--- src/rtl/dfa_state_pkg.sv ---
// DFA state RMW arbiter shared types.
// FSM encoding and counter width.
package dfa_state_pkg;

  typedef enum logic {
    INIT = 1'b0,
    RUN  = 1'b1
  } fsm_state_t;

  localparam int RMW_COUNT_WIDTH = 16;

endpackage

--- src/rtl/dfa_state_rmw_arbiter_rr_arbiter.sv ---
// One-hot round-robin arbiter.
// Search starts at the pointer; pointer moves past the winner.
module rr_arbiter #(
  parameter int N  = 4,
  parameter int IW = (N > 1) ? $clog2(N) : 1
) (
  input  logic          clk,
  input  logic          reset,
  input  logic          en,
  input  logic [N-1:0]  req,
  output logic [N-1:0]  gnt,
  output logic [IW-1:0] gnt_idx,
  output logic          gnt_any
);

  logic [IW-1:0] ptr_q;
  int            c;

  // first requester at or after the pointer wins
  always_comb begin
    gnt     = '0;
    gnt_idx = '0;
    gnt_any = 1'b0;
    c       = 0;
    if (en) begin
      for (int k = 0; k < N; k++) begin
        c = (int'(ptr_q) + k) % N;
        if (!gnt_any && req[c]) begin
          gnt_any = 1'b1;
          gnt[c]  = 1'b1;
          gnt_idx = IW'(c);
        end
      end
    end
  end

  // pointer advances to the slot after the winner
  always_ff @(posedge clk) begin
    if (reset) begin
      ptr_q <= '0;
    end else if (gnt_any) begin
      if (gnt_idx == IW'(N - 1))
        ptr_q <= '0;
      else
        ptr_q <= gnt_idx + 1'b1;
    end
  end

endmodule

--- src/rtl/dfa_state_rmw_arbiter.sv ---
// Round-robin RMW scheduler over one DFA state RAM.
// Stage 0 reads, stage 1 responds and writes back.
module dfa_state_rmw_arbiter
  import dfa_state_pkg::*;
#(
  parameter int NUM_CLIENTS   = 4,
  parameter int ADDRESS_WIDTH = 4,
  parameter int DATA_WIDTH    = 2
) (
  input  logic                   clk,
  input  logic                   reset,
  input  logic [NUM_CLIENTS-1:0] req_valid,
  input  logic [NUM_CLIENTS*ADDRESS_WIDTH-1:0] req_address,
  output logic [NUM_CLIENTS-1:0] req_ready,
  output logic [NUM_CLIENTS-1:0] rsp_valid,
  output logic [DATA_WIDTH-1:0]  rsp_state,
  input  logic [NUM_CLIENTS-1:0] upd_write,
  input  logic [NUM_CLIENTS*DATA_WIDTH-1:0] upd_writedata,
  output logic [ADDRESS_WIDTH-1:0] mem_rd_address,
  input  logic [DATA_WIDTH-1:0]    mem_rd_readdata,
  output logic [ADDRESS_WIDTH-1:0] mem_wr_address,
  output logic [DATA_WIDTH-1:0]    mem_wr_writedata,
  output logic                     mem_wr_write,
  input  logic                     mem_wr_waitrequest,
  output logic                     busy,
  output logic [RMW_COUNT_WIDTH-1:0] rmw_count
);

  localparam int AW = ADDRESS_WIDTH;
  localparam int DW = DATA_WIDTH;
  localparam int IW =
    (NUM_CLIENTS > 1) ? $clog2(NUM_CLIENTS) : 1;

  fsm_state_t state_q;
  fsm_state_t state_d;

  logic          arb_en;
  logic          gnt_any;
  logic [IW-1:0] gnt_idx;
  logic [AW-1:0] win_address;
  logic [AW-1:0] rd_address_q;

  logic          s1_valid_q;
  logic [IW-1:0] s1_client_q;
  logic [AW-1:0] s1_address_q;
  logic          s1_live;
  logic          s1_write;

  logic [RMW_COUNT_WIDTH-1:0] count_q;

  // FSM state register
  always_ff @(posedge clk) begin
    if (reset)
      state_q <= INIT;
    else
      state_q <= state_d;
  end

  // RAM readiness tracking; arbitrate only in RUN
  always_comb begin
    state_d = state_q;
    arb_en  = 1'b0;
    unique case (state_q)
      INIT: begin
        if (!mem_wr_waitrequest)
          state_d = RUN;
      end
      RUN: begin
        if (mem_wr_waitrequest)
          state_d = INIT;
        else
          arb_en = 1'b1;
      end
    endcase
  end

  rr_arbiter #(
    .N  (NUM_CLIENTS),
    .IW (IW)
  ) u_arb (
    .clk     (clk),
    .reset   (reset),
    .en      (arb_en),
    .req     (req_valid),
    .gnt     (req_ready),
    .gnt_idx (gnt_idx),
    .gnt_any (gnt_any)
  );

  // stage 0: winner's address to the read port, else hold
  always_comb begin
    win_address =
      req_address[int'(gnt_idx)*AW +: AW];
    if (gnt_any)
      mem_rd_address = win_address;
    else
      mem_rd_address = rd_address_q;
  end

  // stage 0 -> stage 1 pipeline register
  always_ff @(posedge clk) begin
    if (reset) begin
      rd_address_q <= '0;
      s1_valid_q   <= 1'b0;
      s1_client_q  <= '0;
      s1_address_q <= '0;
    end else begin
      rd_address_q <= mem_rd_address;
      s1_valid_q   <= gnt_any;
      if (gnt_any) begin
        s1_client_q  <= gnt_idx;
        s1_address_q <= win_address;
      end
    end
  end

  // stage 1: respond and write back unless RAM or reset aborts
  always_comb begin
    s1_live  = s1_valid_q
             && !mem_wr_waitrequest
             && !reset;
    s1_write = s1_live
             && upd_write[s1_client_q];
    rsp_valid = '0;
    rsp_state = '0;
    mem_wr_write     = s1_write;
    mem_wr_address   = '0;
    mem_wr_writedata = '0;
    if (s1_live) begin
      rsp_valid[s1_client_q] = 1'b1;
      rsp_state = mem_rd_readdata;
    end
    if (s1_write) begin
      mem_wr_address   = s1_address_q;
      mem_wr_writedata =
        upd_writedata[int'(s1_client_q)*DW +: DW];
    end
  end

  // saturating count of completed RMWs
  always_ff @(posedge clk) begin
    if (reset)
      count_q <= '0;
    else if (s1_live && count_q != '1)
      count_q <= count_q + 1'b1;
  end

  assign rmw_count = count_q;
  assign busy = (state_q == INIT) || s1_valid_q;

endmodule

--- config.mk ---
export PLATFORM = sky130hd
export DESIGN_NAME = dfa_state_rmw_arbiter
export DESIGN_NICKNAME = d
export VERILOG_FILES = /design/src/rtl/dfa_state_pkg.sv /design/src/rtl/dfa_state_rmw_arbiter_rr_arbiter.sv /design/src/rtl/dfa_state_rmw_arbiter.sv
export SDC_FILE = /design/constraint.sdc
export NUM_CORES = 1
export LEC_CHECK = 0
export BUFFER_PORTS_ARGS = -buffer_cell sky130_fd_sc_hd__buf_2
export CELL_PAD_IN_SITES_DETAIL_PLACEMENT = 1
export CELL_PAD_IN_SITES_GLOBAL_PLACEMENT = 1
export CORE_MARGIN = 8
export CORE_UTILIZATION = 37
export DETAILED_ROUTE_END_ITERATION = 7
export GPL_ROUTABILITY_DRIVEN = 0
export PLACE_DENSITY_LB_ADDON = 0.1
export SYNTH_ARGS = -nofsm -noshare
export SYNTH_HDL_FRONTEND = slang
export SYNTH_HIERARCHICAL = 1
export SYNTH_SLANG_ARGS = --single-unit
--- constraint.sdc ---
create_clock -name clk -period 4.35 [get_ports clk]
set_input_delay 0.2175 -clock clk [delete_from_list [all_inputs] [get_ports clk]]
set_output_delay 0.2175 -clock clk [all_outputs]
set_load 0.02 [all_outputs]
# After elaboration in Yosys (flattened, before gate mapping)
# Cells that the tools add are included.
# op_classes
addsub,5
n_mul,0
div_mod_pow,0
magnitude_cmp,10
eq_ne,2
shift,2
n_mux,52
bitwise,7
reduce_logical,21
# op_table
cell,count
4-bit 2-to-1 mux,11
1-bit 2-to-1 mux,23
16-bit by 1-bit adder with 16-bit output (second input constant),1
2-bit 2-to-1 mux,8
16-bit inequality test (second input constant),1
16-bit by 5-bit variable part select with 4-bit output,1
1-bit logical AND,12
3-bit by 4-bit less-than comparator with 1-bit output (second input constant),3
4-bit bitwise OR,3
1-bit binary-select mux with 2-bit select,5
1-bit demux with 2-bit select,5
3-bit by 1-bit >= comparator with 1-bit output (second input constant),3
8-bit by 4-bit variable part select with 2-bit output,1
2-bit by 3-bit less-than comparator with 1-bit output (second input constant),2
2-bit OR reduction,3
1-bit logical NOT,5
2-bit by 1-bit adder with 2-bit output (second input constant),2
2-bit adder (second input constant),2
2-bit by 1-bit >= comparator with 1-bit output (second input constant),2
1-bit AND (first input constant),3
2-bit == test (second input constant),1
1-bit logical OR,1
1-bit NOT,1
# totals
reg_bits,30
latchBits,0
mem_bits_rw,0
romBits,0
in_bits,37
out_inout_bits,38
elab_cells,106
n_memories,0

# Longest topological paths before layout
# Gate-level depths: netlist (run 1).
# depth
depth_word,19
mapped_depth,13
ltp_nobuf,10

# By module
# Netlist (run 1), hierarchy kept.
# by_module_without_submodules
module,instances,cells_each,area_per_inst_um2,seq_area_each_um2
dfa_state_rmw_arbiter,1,168,1544.0,560.5
rr_arbiter,1,89,709.4,40.0

# Worst setup path before layout (run 1)
# OpenSTA, ideal clock, no wires.
# synth_timing
path_type,register to register
from,reg u_arb.ptr_q[0]
to,reg rd_address_q[0]
setup_time_ps,115
arrival_time_ps,3218
required_ps,4235
path_slack_ps,1017
path_stages_with_launch,12
n_path_buf,1
synth_period_minus_slack_ps,3333
cell_sequence,dfxtp_1 inv_1 ha_1 buf_6 or3b_4 a2111oi_4 nor2_2 a21oi_2 mux4_2 nand2_1 o21ai_0 and2_1
# synth_between
elab_chain_len,18
elab_cells_between_ends,35
cone_classes,add/sub: 3; shift: 1; mux: 25; reduce/logical: 6
# synth_rtl
element,line_no,source
"start, declared",dfa_state_rmw_arbiter_rr_arbiter.sv:16,logic [IW-1:0] ptr_q;
"start signal, assigned",dfa_state_rmw_arbiter_rr_arbiter.sv:45,ptr_q <= gnt_idx + 1'b1;
"parallel branches: the longest is 14 deep, another holds 2-bit by 1-bit adder with 2-bit output",--,
2-bit 2-to-1 mux *,dfa_state_rmw_arbiter_rr_arbiter.sv:28,if (!gnt_any && req[c]) begin
2-bit 2-to-1 mux *,dfa_state_rmw_arbiter_rr_arbiter.sv:25,if (en) begin
via gnt_idx[1],dfa_state_rmw_arbiter.sv:39,logic [IW-1:0] gnt_idx;
16-bit by 5-bit variable part select with 4-bit output *,dfa_state_rmw_arbiter.sv:93,req_address[int'(gnt_idx)*AW +: AW];
4-bit 2-to-1 mux *,dfa_state_rmw_arbiter.sv:94,if (gnt_any)
via mem_rd_address[0],dfa_state_rmw_arbiter.sv:19,"output logic [ADDRESS_WIDTH-1:0] mem_rd_address,"
"end signal, assigned",dfa_state_rmw_arbiter.sv:108,rd_address_q <= mem_rd_address;
"end, declared",dfa_state_rmw_arbiter.sv:41,logic [AW-1:0] rd_address_q;
# Mark *: on every way through the listed nets, which the timed path passes. The select of a mux whose other input is x is not followed.
# A chain may end at the register's enable or synchronous reset.

# Final worst setup path (run 1)
# layout_timing
from,reg u_arb.ptr_q[1]
to,out mem_rd_address[2]
# layout_between
elab_chain_len,18
elab_cells_between_ends,35
cone_classes,add/sub: 3; shift: 1; mux: 25; reduce/logical: 6
# layout_rtl
element,line_no
"parallel branches: the longest is 14 deep, another holds 2-bit by 1-bit adder with 2-bit output",--
2-bit 2-to-1 mux *,dfa_state_rmw_arbiter_rr_arbiter.sv:28
2-bit 2-to-1 mux *,dfa_state_rmw_arbiter_rr_arbiter.sv:25
via gnt_idx[1],dfa_state_rmw_arbiter.sv:39
16-bit by 5-bit variable part select with 4-bit output *,dfa_state_rmw_arbiter.sv:93
4-bit 2-to-1 mux *,dfa_state_rmw_arbiter.sv:94
"end, declared",dfa_state_rmw_arbiter.sv:19
# Marks and branches as above.

==> results of run 1 <==
==> flip-flops by register name (all words and copies together), names as in the netlist <==
signal	flops
rd_address_q	4
s1_valid_q	1
state_q	1
rmw_count	16
s1_address_q	4
s1_client_q	2
u_arb/ptr_q	2
==> final timing paths <==
check	from	end	slack (ps)	depth (start not counted)
max	u_arb/ptr_q[1]$_SDFFE_PP0P_	mem_rd_address[2]	430	10
min	mem_wr_waitrequest	state_q$_SDFF_PP0_	140	2
max reg2reg	u_arb/ptr_q[1]$_SDFFE_PP0P_	rd_address_q[2]$_SDFF_PP0_	840	10
min reg2reg	s1_address_q[0]$_SDFFE_PP0P_	s1_address_q[0]$_SDFFE_PP0P_	470	2
==> through the flow <==
step	setup slack (ps)	area, sq um	hold WS, ps	power [W]
after floorplan	1017	2253	289.6	0.0003696
after global placement	886.7	2650	431.0	0.0004063
after detailed placement	744.7	2650	436.5	0.0004071
after CTS	437.3	2741	131.7	0.0006464
after global routing	144.8	2741	144.2	0.0006659
final	433.5	2741	144.6	0.0006350
==> area by class of cell <==
class | instances | area [sq um]
fillers | 748 | 3179
multi-input cells | 198 | 1525
flip-flops and latches | 30 | 600.6
repair buffers | 76 | 385.4
well taps | 75 | 93.84
clock buffers | 7 | 86.33
inverters | 12 | 45.04
clock inverters | 1 | 5.005
==> synthesized netlist by cell type (2+ instances only) <==
cell type	number
and2_1	8
inv_1	12
a22oi_1	4
buf_4	2
o41ai_1	2
clkbuf_1	6
nor3_1	4
nand2_1	16
nand4_1	4
nor3b_2	2
nand3b_1	3
nand2b_1	6
or3_1	2
nand3_1	8
nor4_1	3
or4_1	2
a31oi_1	2
mux2i_1	9
a211oi_1	4
a21oi_1	17
mux4_2	9
nand4_2	2
nor2_1	17
dfxtp_1	30
nor2b_1	6
o21ai_0	16
a21boi_1	4
buf_1	5
mux2_2	4
buf_2	2
o21a_1	2
a2111oi_4	2
ha_1	9
or3b_1	2
and3_1	9
==> cell families after synthesis <==
logic type                 after synthesis  synth area share [%]
and+or+nand+nor                        102                 27.15
AOI/OAI and AO/OA                       65                 20.54
DFF                                     30                 26.65
buffers and inverters                   29                 5.663
muxes                                   22                 14.99
adders and majority gates                9                 4.997
==> layer usage <==
layer,routed length [microns],GRT usage (%),part of all wire [%]
met1,3314,20.10,49
met2,3061,25.67,45
met3,342,2.958,5.0
met4,65,5.152,0.96
met5,0,0,0
==> worst max-delay path: cells and delay by family, from the launching register on <==
kind / cells / cell delay [ps]
compound gates: 3 / 950
fa+ha+maj: 1 / 470
buf+inv: 2 / 430
flops: 1 / 590
simple gates: 3 / 600
mux: 1 / 360
==> power groups by stage <==
stage	Sequential (W)	Combinational (W)	Clock, W
2_1_floorplan	0.000288	0.0000812	0
3_3_place_gp	0.000289	0.000117	0
3_5_place_dp	0.000289	0.000118	0
4_1_cts	0.000283	0.000118	0.000245
5_1_grt	0.000283	0.000130	0.000253
6_report	0.000283	0.000118	0.000234
==> metrics.yaml, run 1 <==
cts:
  cts_num_sinks: 30
  cts_tree: "done"
  tritoncts.num_buffers: 5
  htree_num_levels: 2
  clock_path_buffers: 2
  worst_skew_pair.late_latency_ps: 280
  hold_buffers: 0
  clk_root_buffer_cell: "clkbuf_8"
  post-cts-setup-buffers: 0
  cts-resized-gates: 0
  clk_pin_slew_worst_paths_ps: 60
pwr:
  total_leakage_power_nw: 1.171
  ir_drop_mv: 0.09536
  power.internal_w: 0.0004572
  power_frac_clock_pct: 36.9
  p_seq_share_pct: 44.6
  pwr_density_cell_mw_per_mm2: 231.7
  p_switching_w: 0.0001779
  combinationalPowerShare_pct: 18.5
  netSwitchingFraction_pct: 28.01
synth:
  syn_inst: 257
  post-synth-top-area-cell: "dfxtp_1"
  synth_fp_nets: 303
  synth-async-reset-ratio_pct: 0
  syn_area_per_cell_sq_um: 8.768
  syn_area_sq_mm: 0.002253
  ys_dominant_reg_cell: "dfxtp_1"
  post_synth_main_area_contributors: "dfxtp_1, mux4_2, ha_1, mux2i_1, a21oi_1"
  synth-seq-cells: 30
  synth-edff-count: 0
  synthDominantCellAreaShare_pct: 26.65
  yosysSeqAreaShare_pct: 26.65
  yosys_warns: 6
  synthDistinctLibCells: 57
placement:
  buffer_ports.inserted: 74
  detailedPlacementHpwl_microns: 5109
  post-place-cells: 391
layout:
  num_antenna_cells: 0
  final-instance-count-excl-fill: 399
  final_layout_size_suffix_gt1_share_pct: 33.95
  layout.core_utilization_pct: 46.30
  area.growth.synth_to_final_pct: 21.65
  final_cell_mix: "buf_2, dfxtp_1, nor2_1, a21oi_1"
  final_nets: 369
  layout.cells.most_common: "buf_2"
sta:
  finalSetupViolCount: 0
  tightestPinTransition_ps: 904.5
  fin_crit_ps: 3916
  final_worst_clock_skew_ps: 3.158
  worst_slew_margin_rel_pct: 39.20
  fraction_of_the_cycle_the_final_worst_path_needs_pct: 90.03
  max_freq_mhz: 255.3
  timing_max_transition_violations_final: 0
  grt_setup_unrepaired: "no"
  timing.setup.tns_ps: 0
  finalHoldViolCount: 0
critical_path:
  critPathCaptureType: "primary output"
  crit_path_start_kind: "register"
  worst-setup-path-type: "reg -> out"
  cp_max_fo: 11
  critical-path-max-stage-delay_ps: 590
  timing.critical_path.slowest_stage_cell: "dfxtp_1"
  cp_data_required_time_ps: 4130
  crit_path_cell_trace: "inv_1, ha_1, or3b_4, a2111oi_4, nor2_2, a21oi_2, mux4_2, nand2_1, o21ai_0, buf_2"
  data_arrival_critical_path_ps: 3700
route:
  first_pass_iters: 4
  num_vias: 2212
  route.antenna.remaining_nets: 0
  wirelength_microns: 6783
  avgRoutedWirePerCell_microns: 17.00
  avgViaCountPerCell: 5.544
  drc: 0
  initialDrtViolationCount: 103
flow_run:
  max_cap_violations: 0
floorplan:
  floorplan.io_pins: 75
  die_area_sq_mm: 0.008844
  initial_core_util_pct: 38.06
  row_count: 28
  floorplan.die.height_microns: 94.04
  floorplan.core_area_sq_mm: 0.005921
  die-width_microns: 94.04
min_path:
  hold_path.class: "in -> reg"
global_routing:
  grt_pass1_wl_microns: 11230
  global_route.overflow_total: 0
  antenna_found_initial: 0
  track_usage_pct: 15.68
  first_global_vias: 2278
  maximum_number_of_pins_on_one_net_before_global_route_repair: 25
run_status:
  outcome: "completed"
Note: power is estimated with default switching activity, not from simulation.
==> run 2, diff against run 1 <==
CORE_MARGIN = 2   (was 8)
GPL_TIMING_DRIVEN = 0   (was unset)
==> metrics.yaml, run 2 (same netlist as run 1, synthesis figures left out) <==
route:
  initialDrtViolationCount: 103
  wl_met1_microns: 3037
  routed-wl-met3_microns: 308
  maxUsedRoutingLayer: "met4"
  num_vias: 2313
  wirelength_microns: 6517
  route.antenna.remaining_nets: 0
  drc: 0
  avgViaCountPerCell: 5.587
  first_pass_iters: 4
  avgRoutedWirePerCell_microns: 15.74
  met2WireLength_microns: 3108
cts:
  post-cts-setup-buffers: 0
  htree_num_levels: 2
  tritoncts.num_buffers: 5
  clk_root_buffer_cell: "clkbuf_8"
  worst_skew_pair.late_latency_ps: 280
  hold_buffers: 0
  cts_num_sinks: 30
  clock_path_buffers: 2
  cts_tree: "done"
  clk_pin_slew_worst_paths_ps: 60
layout:
  largest_register_ffs: 16
  multiInputGateArea_sq_mm: 0.001525
  final_layout_size_suffix_gt1_share_pct: 34.22
  final_cell_mix: "buf_2, dfxtp_1, nor2_1, a21oi_1"
  layout.cells.most_common: "buf_2"
  regArea_sq_um: 601.8
  filler_cell_count: 721
  area.growth.synth_to_final_pct: 25.49
  final_nets: 384
  num_antenna_cells: 0
sta:
  worst_slew_margin_rel_pct: 60.84
  fraction_of_the_cycle_the_final_worst_path_needs_pct: 92.12
  fin_crit_ps: 4007
  max_freq_mhz: 249.5
  timing_max_transition_violations_final: 0
  final.setup.worst_slack_ps: 342.6
  final_worst_clock_skew_ps: 10.63
  tightestPinTransition_ps: 586.1
  finalSetupViolCount: 0
  timing.setup.tns_ps: 0
  finalHoldViolCount: 0
  grt_setup_unrepaired: "no"
pwr:
  pwr_density_cell_mw_per_mm2: 242.3
  netSwitchingFraction_pct: 26.90
  power.internal_w: 0.0005008
  ir_drop_mv: 0.1083
  combinationalPowerShare_pct: 17.6
  total_leakage_power_nw: 1.214
  power_frac_clock_pct: 41.0
  p_switching_w: 0.0001843
  p_seq_share_pct: 41.4
critical_path:
  worst-setup-path-type: "reg -> out"
  cp_data_required_time_ps: 4130
  critPathCaptureType: "primary output"
  data_arrival_critical_path_ps: 3790
  cp_max_fo: 9
  crit_path_start_kind: "register"
  reg2reg_setup_slack_ps: 730
min_path:
  hold_path.class: "in -> reg"
flow_run:
  max_cap_violations: 0
floorplan:
  floorplan.io_pins: 75
  floorplan.core_area_sq_mm: 0.005921
  initial_core_util_pct: 38.06
  die_area_sq_mm: 0.006731
  row_count: 28
  die-width_microns: 82.04
  floorplan.die.height_microns: 82.04
global_routing:
  maximum_number_of_pins_on_one_net_before_global_route_repair: 11
  first_global_vias: 2187
  antenna_found_initial: 0
  track_usage_pct: 19.83
  grt_pass1_wl_microns: 10340
  global_route.overflow_total: 0
placement:
  place_worst_setup_slack_ps: 519.6
  detailedPlacementHpwl_microns: 4961
  buffer_ports.inserted: 74
run_status:
  outcome: "completed"
run 2: cell types whose count changed in the layout (fill, tap and decap cells not counted), sizes merged:
cell	before	now
clkinv	1	2
buf	76	84
clkbuf	7	12
bufinv	0	1
run 2: final cells by class:
class	count	area share, %
Timing Repair Buffer	74	13.10
Multi-Input combinational cell	198	53.94
Buffer	17	2.920
Clock inverter	3	1.416
Sequential cell	30	21.28
Inverter	12	1.593
Tap cell	75	3.319
Clock buffer	5	2.434
run 2: repair_timing:
item	CTS	global route
endpoints found under the setup margin	0	1
resized for setup	0	1
hold endpoints to repair	0	0
run 2: stage by stage:
step / instance area, sq um / instances / utilization [%] / hold slack [ps] / power (W)
finish: 2828 / 414 / 47.76 / 157.3 / 0.0006851
global route: 2828 / 414 / 47.76 / 157.6 / 0.0007177
CTS: 2826 / 414 / 47.74 / 150.0 / 0.0006922
detailed placement: 2718 / 406 / 45.90 / 442.7 / 0.0004114
global placement: 2718 / 406 / 45.90 / 434.5 / 0.0004084
floorplan: 2253 / 257 / - / 289.6 / 0.0003696
run 2: power by group through the flow:
stage,clock [W],combinational [W],sequential [W]
after global routing,0.000299,0.000135,0.000284
after floorplan,0,0.0000812,0.000288
final,0.000281,0.000121,0.000284
after CTS,0.000286,0.000122,0.000284
after global placement,0,0.000119,0.000290
after detailed placement,0,0.000122,0.000290
run 2: layer usage:
metal,vias to the layer above,global-route usage [%]
met4,0,5.000
met1,1120,26.12
met5,-,0
met3,6,2.418
li1,1123,-
met2,64,34.23
run 2: final timing paths:
path,start,cells past startpoint,end
setup reg to reg,u_arb/ptr_q[1]$_SDFFE_PP0P_,12,rd_address_q[0]$_SDFF_PP0_
hold reg to reg,s1_address_q[0]$_SDFFE_PP0P_,2,s1_address_q[0]$_SDFFE_PP0P_
hold / removal,mem_wr_waitrequest,2,state_q$_SDFF_PP0_
setup / recovery,u_arb/ptr_q[1]$_SDFFE_PP0P_,12,mem_rd_address[0]
run 2: worst max-delay path, stage by stage, from the launching register on:
cell,delay (ps)
dfxtp_1,440
buf_2,250
inv_1,160
ha_1,310
buf_6,140
or3b_4,400
a2111oi_4,520
nor2_2,60
a21oi_2,400
mux4_2,380
nand2_1,100
o21ai_0,140
buf_2,200
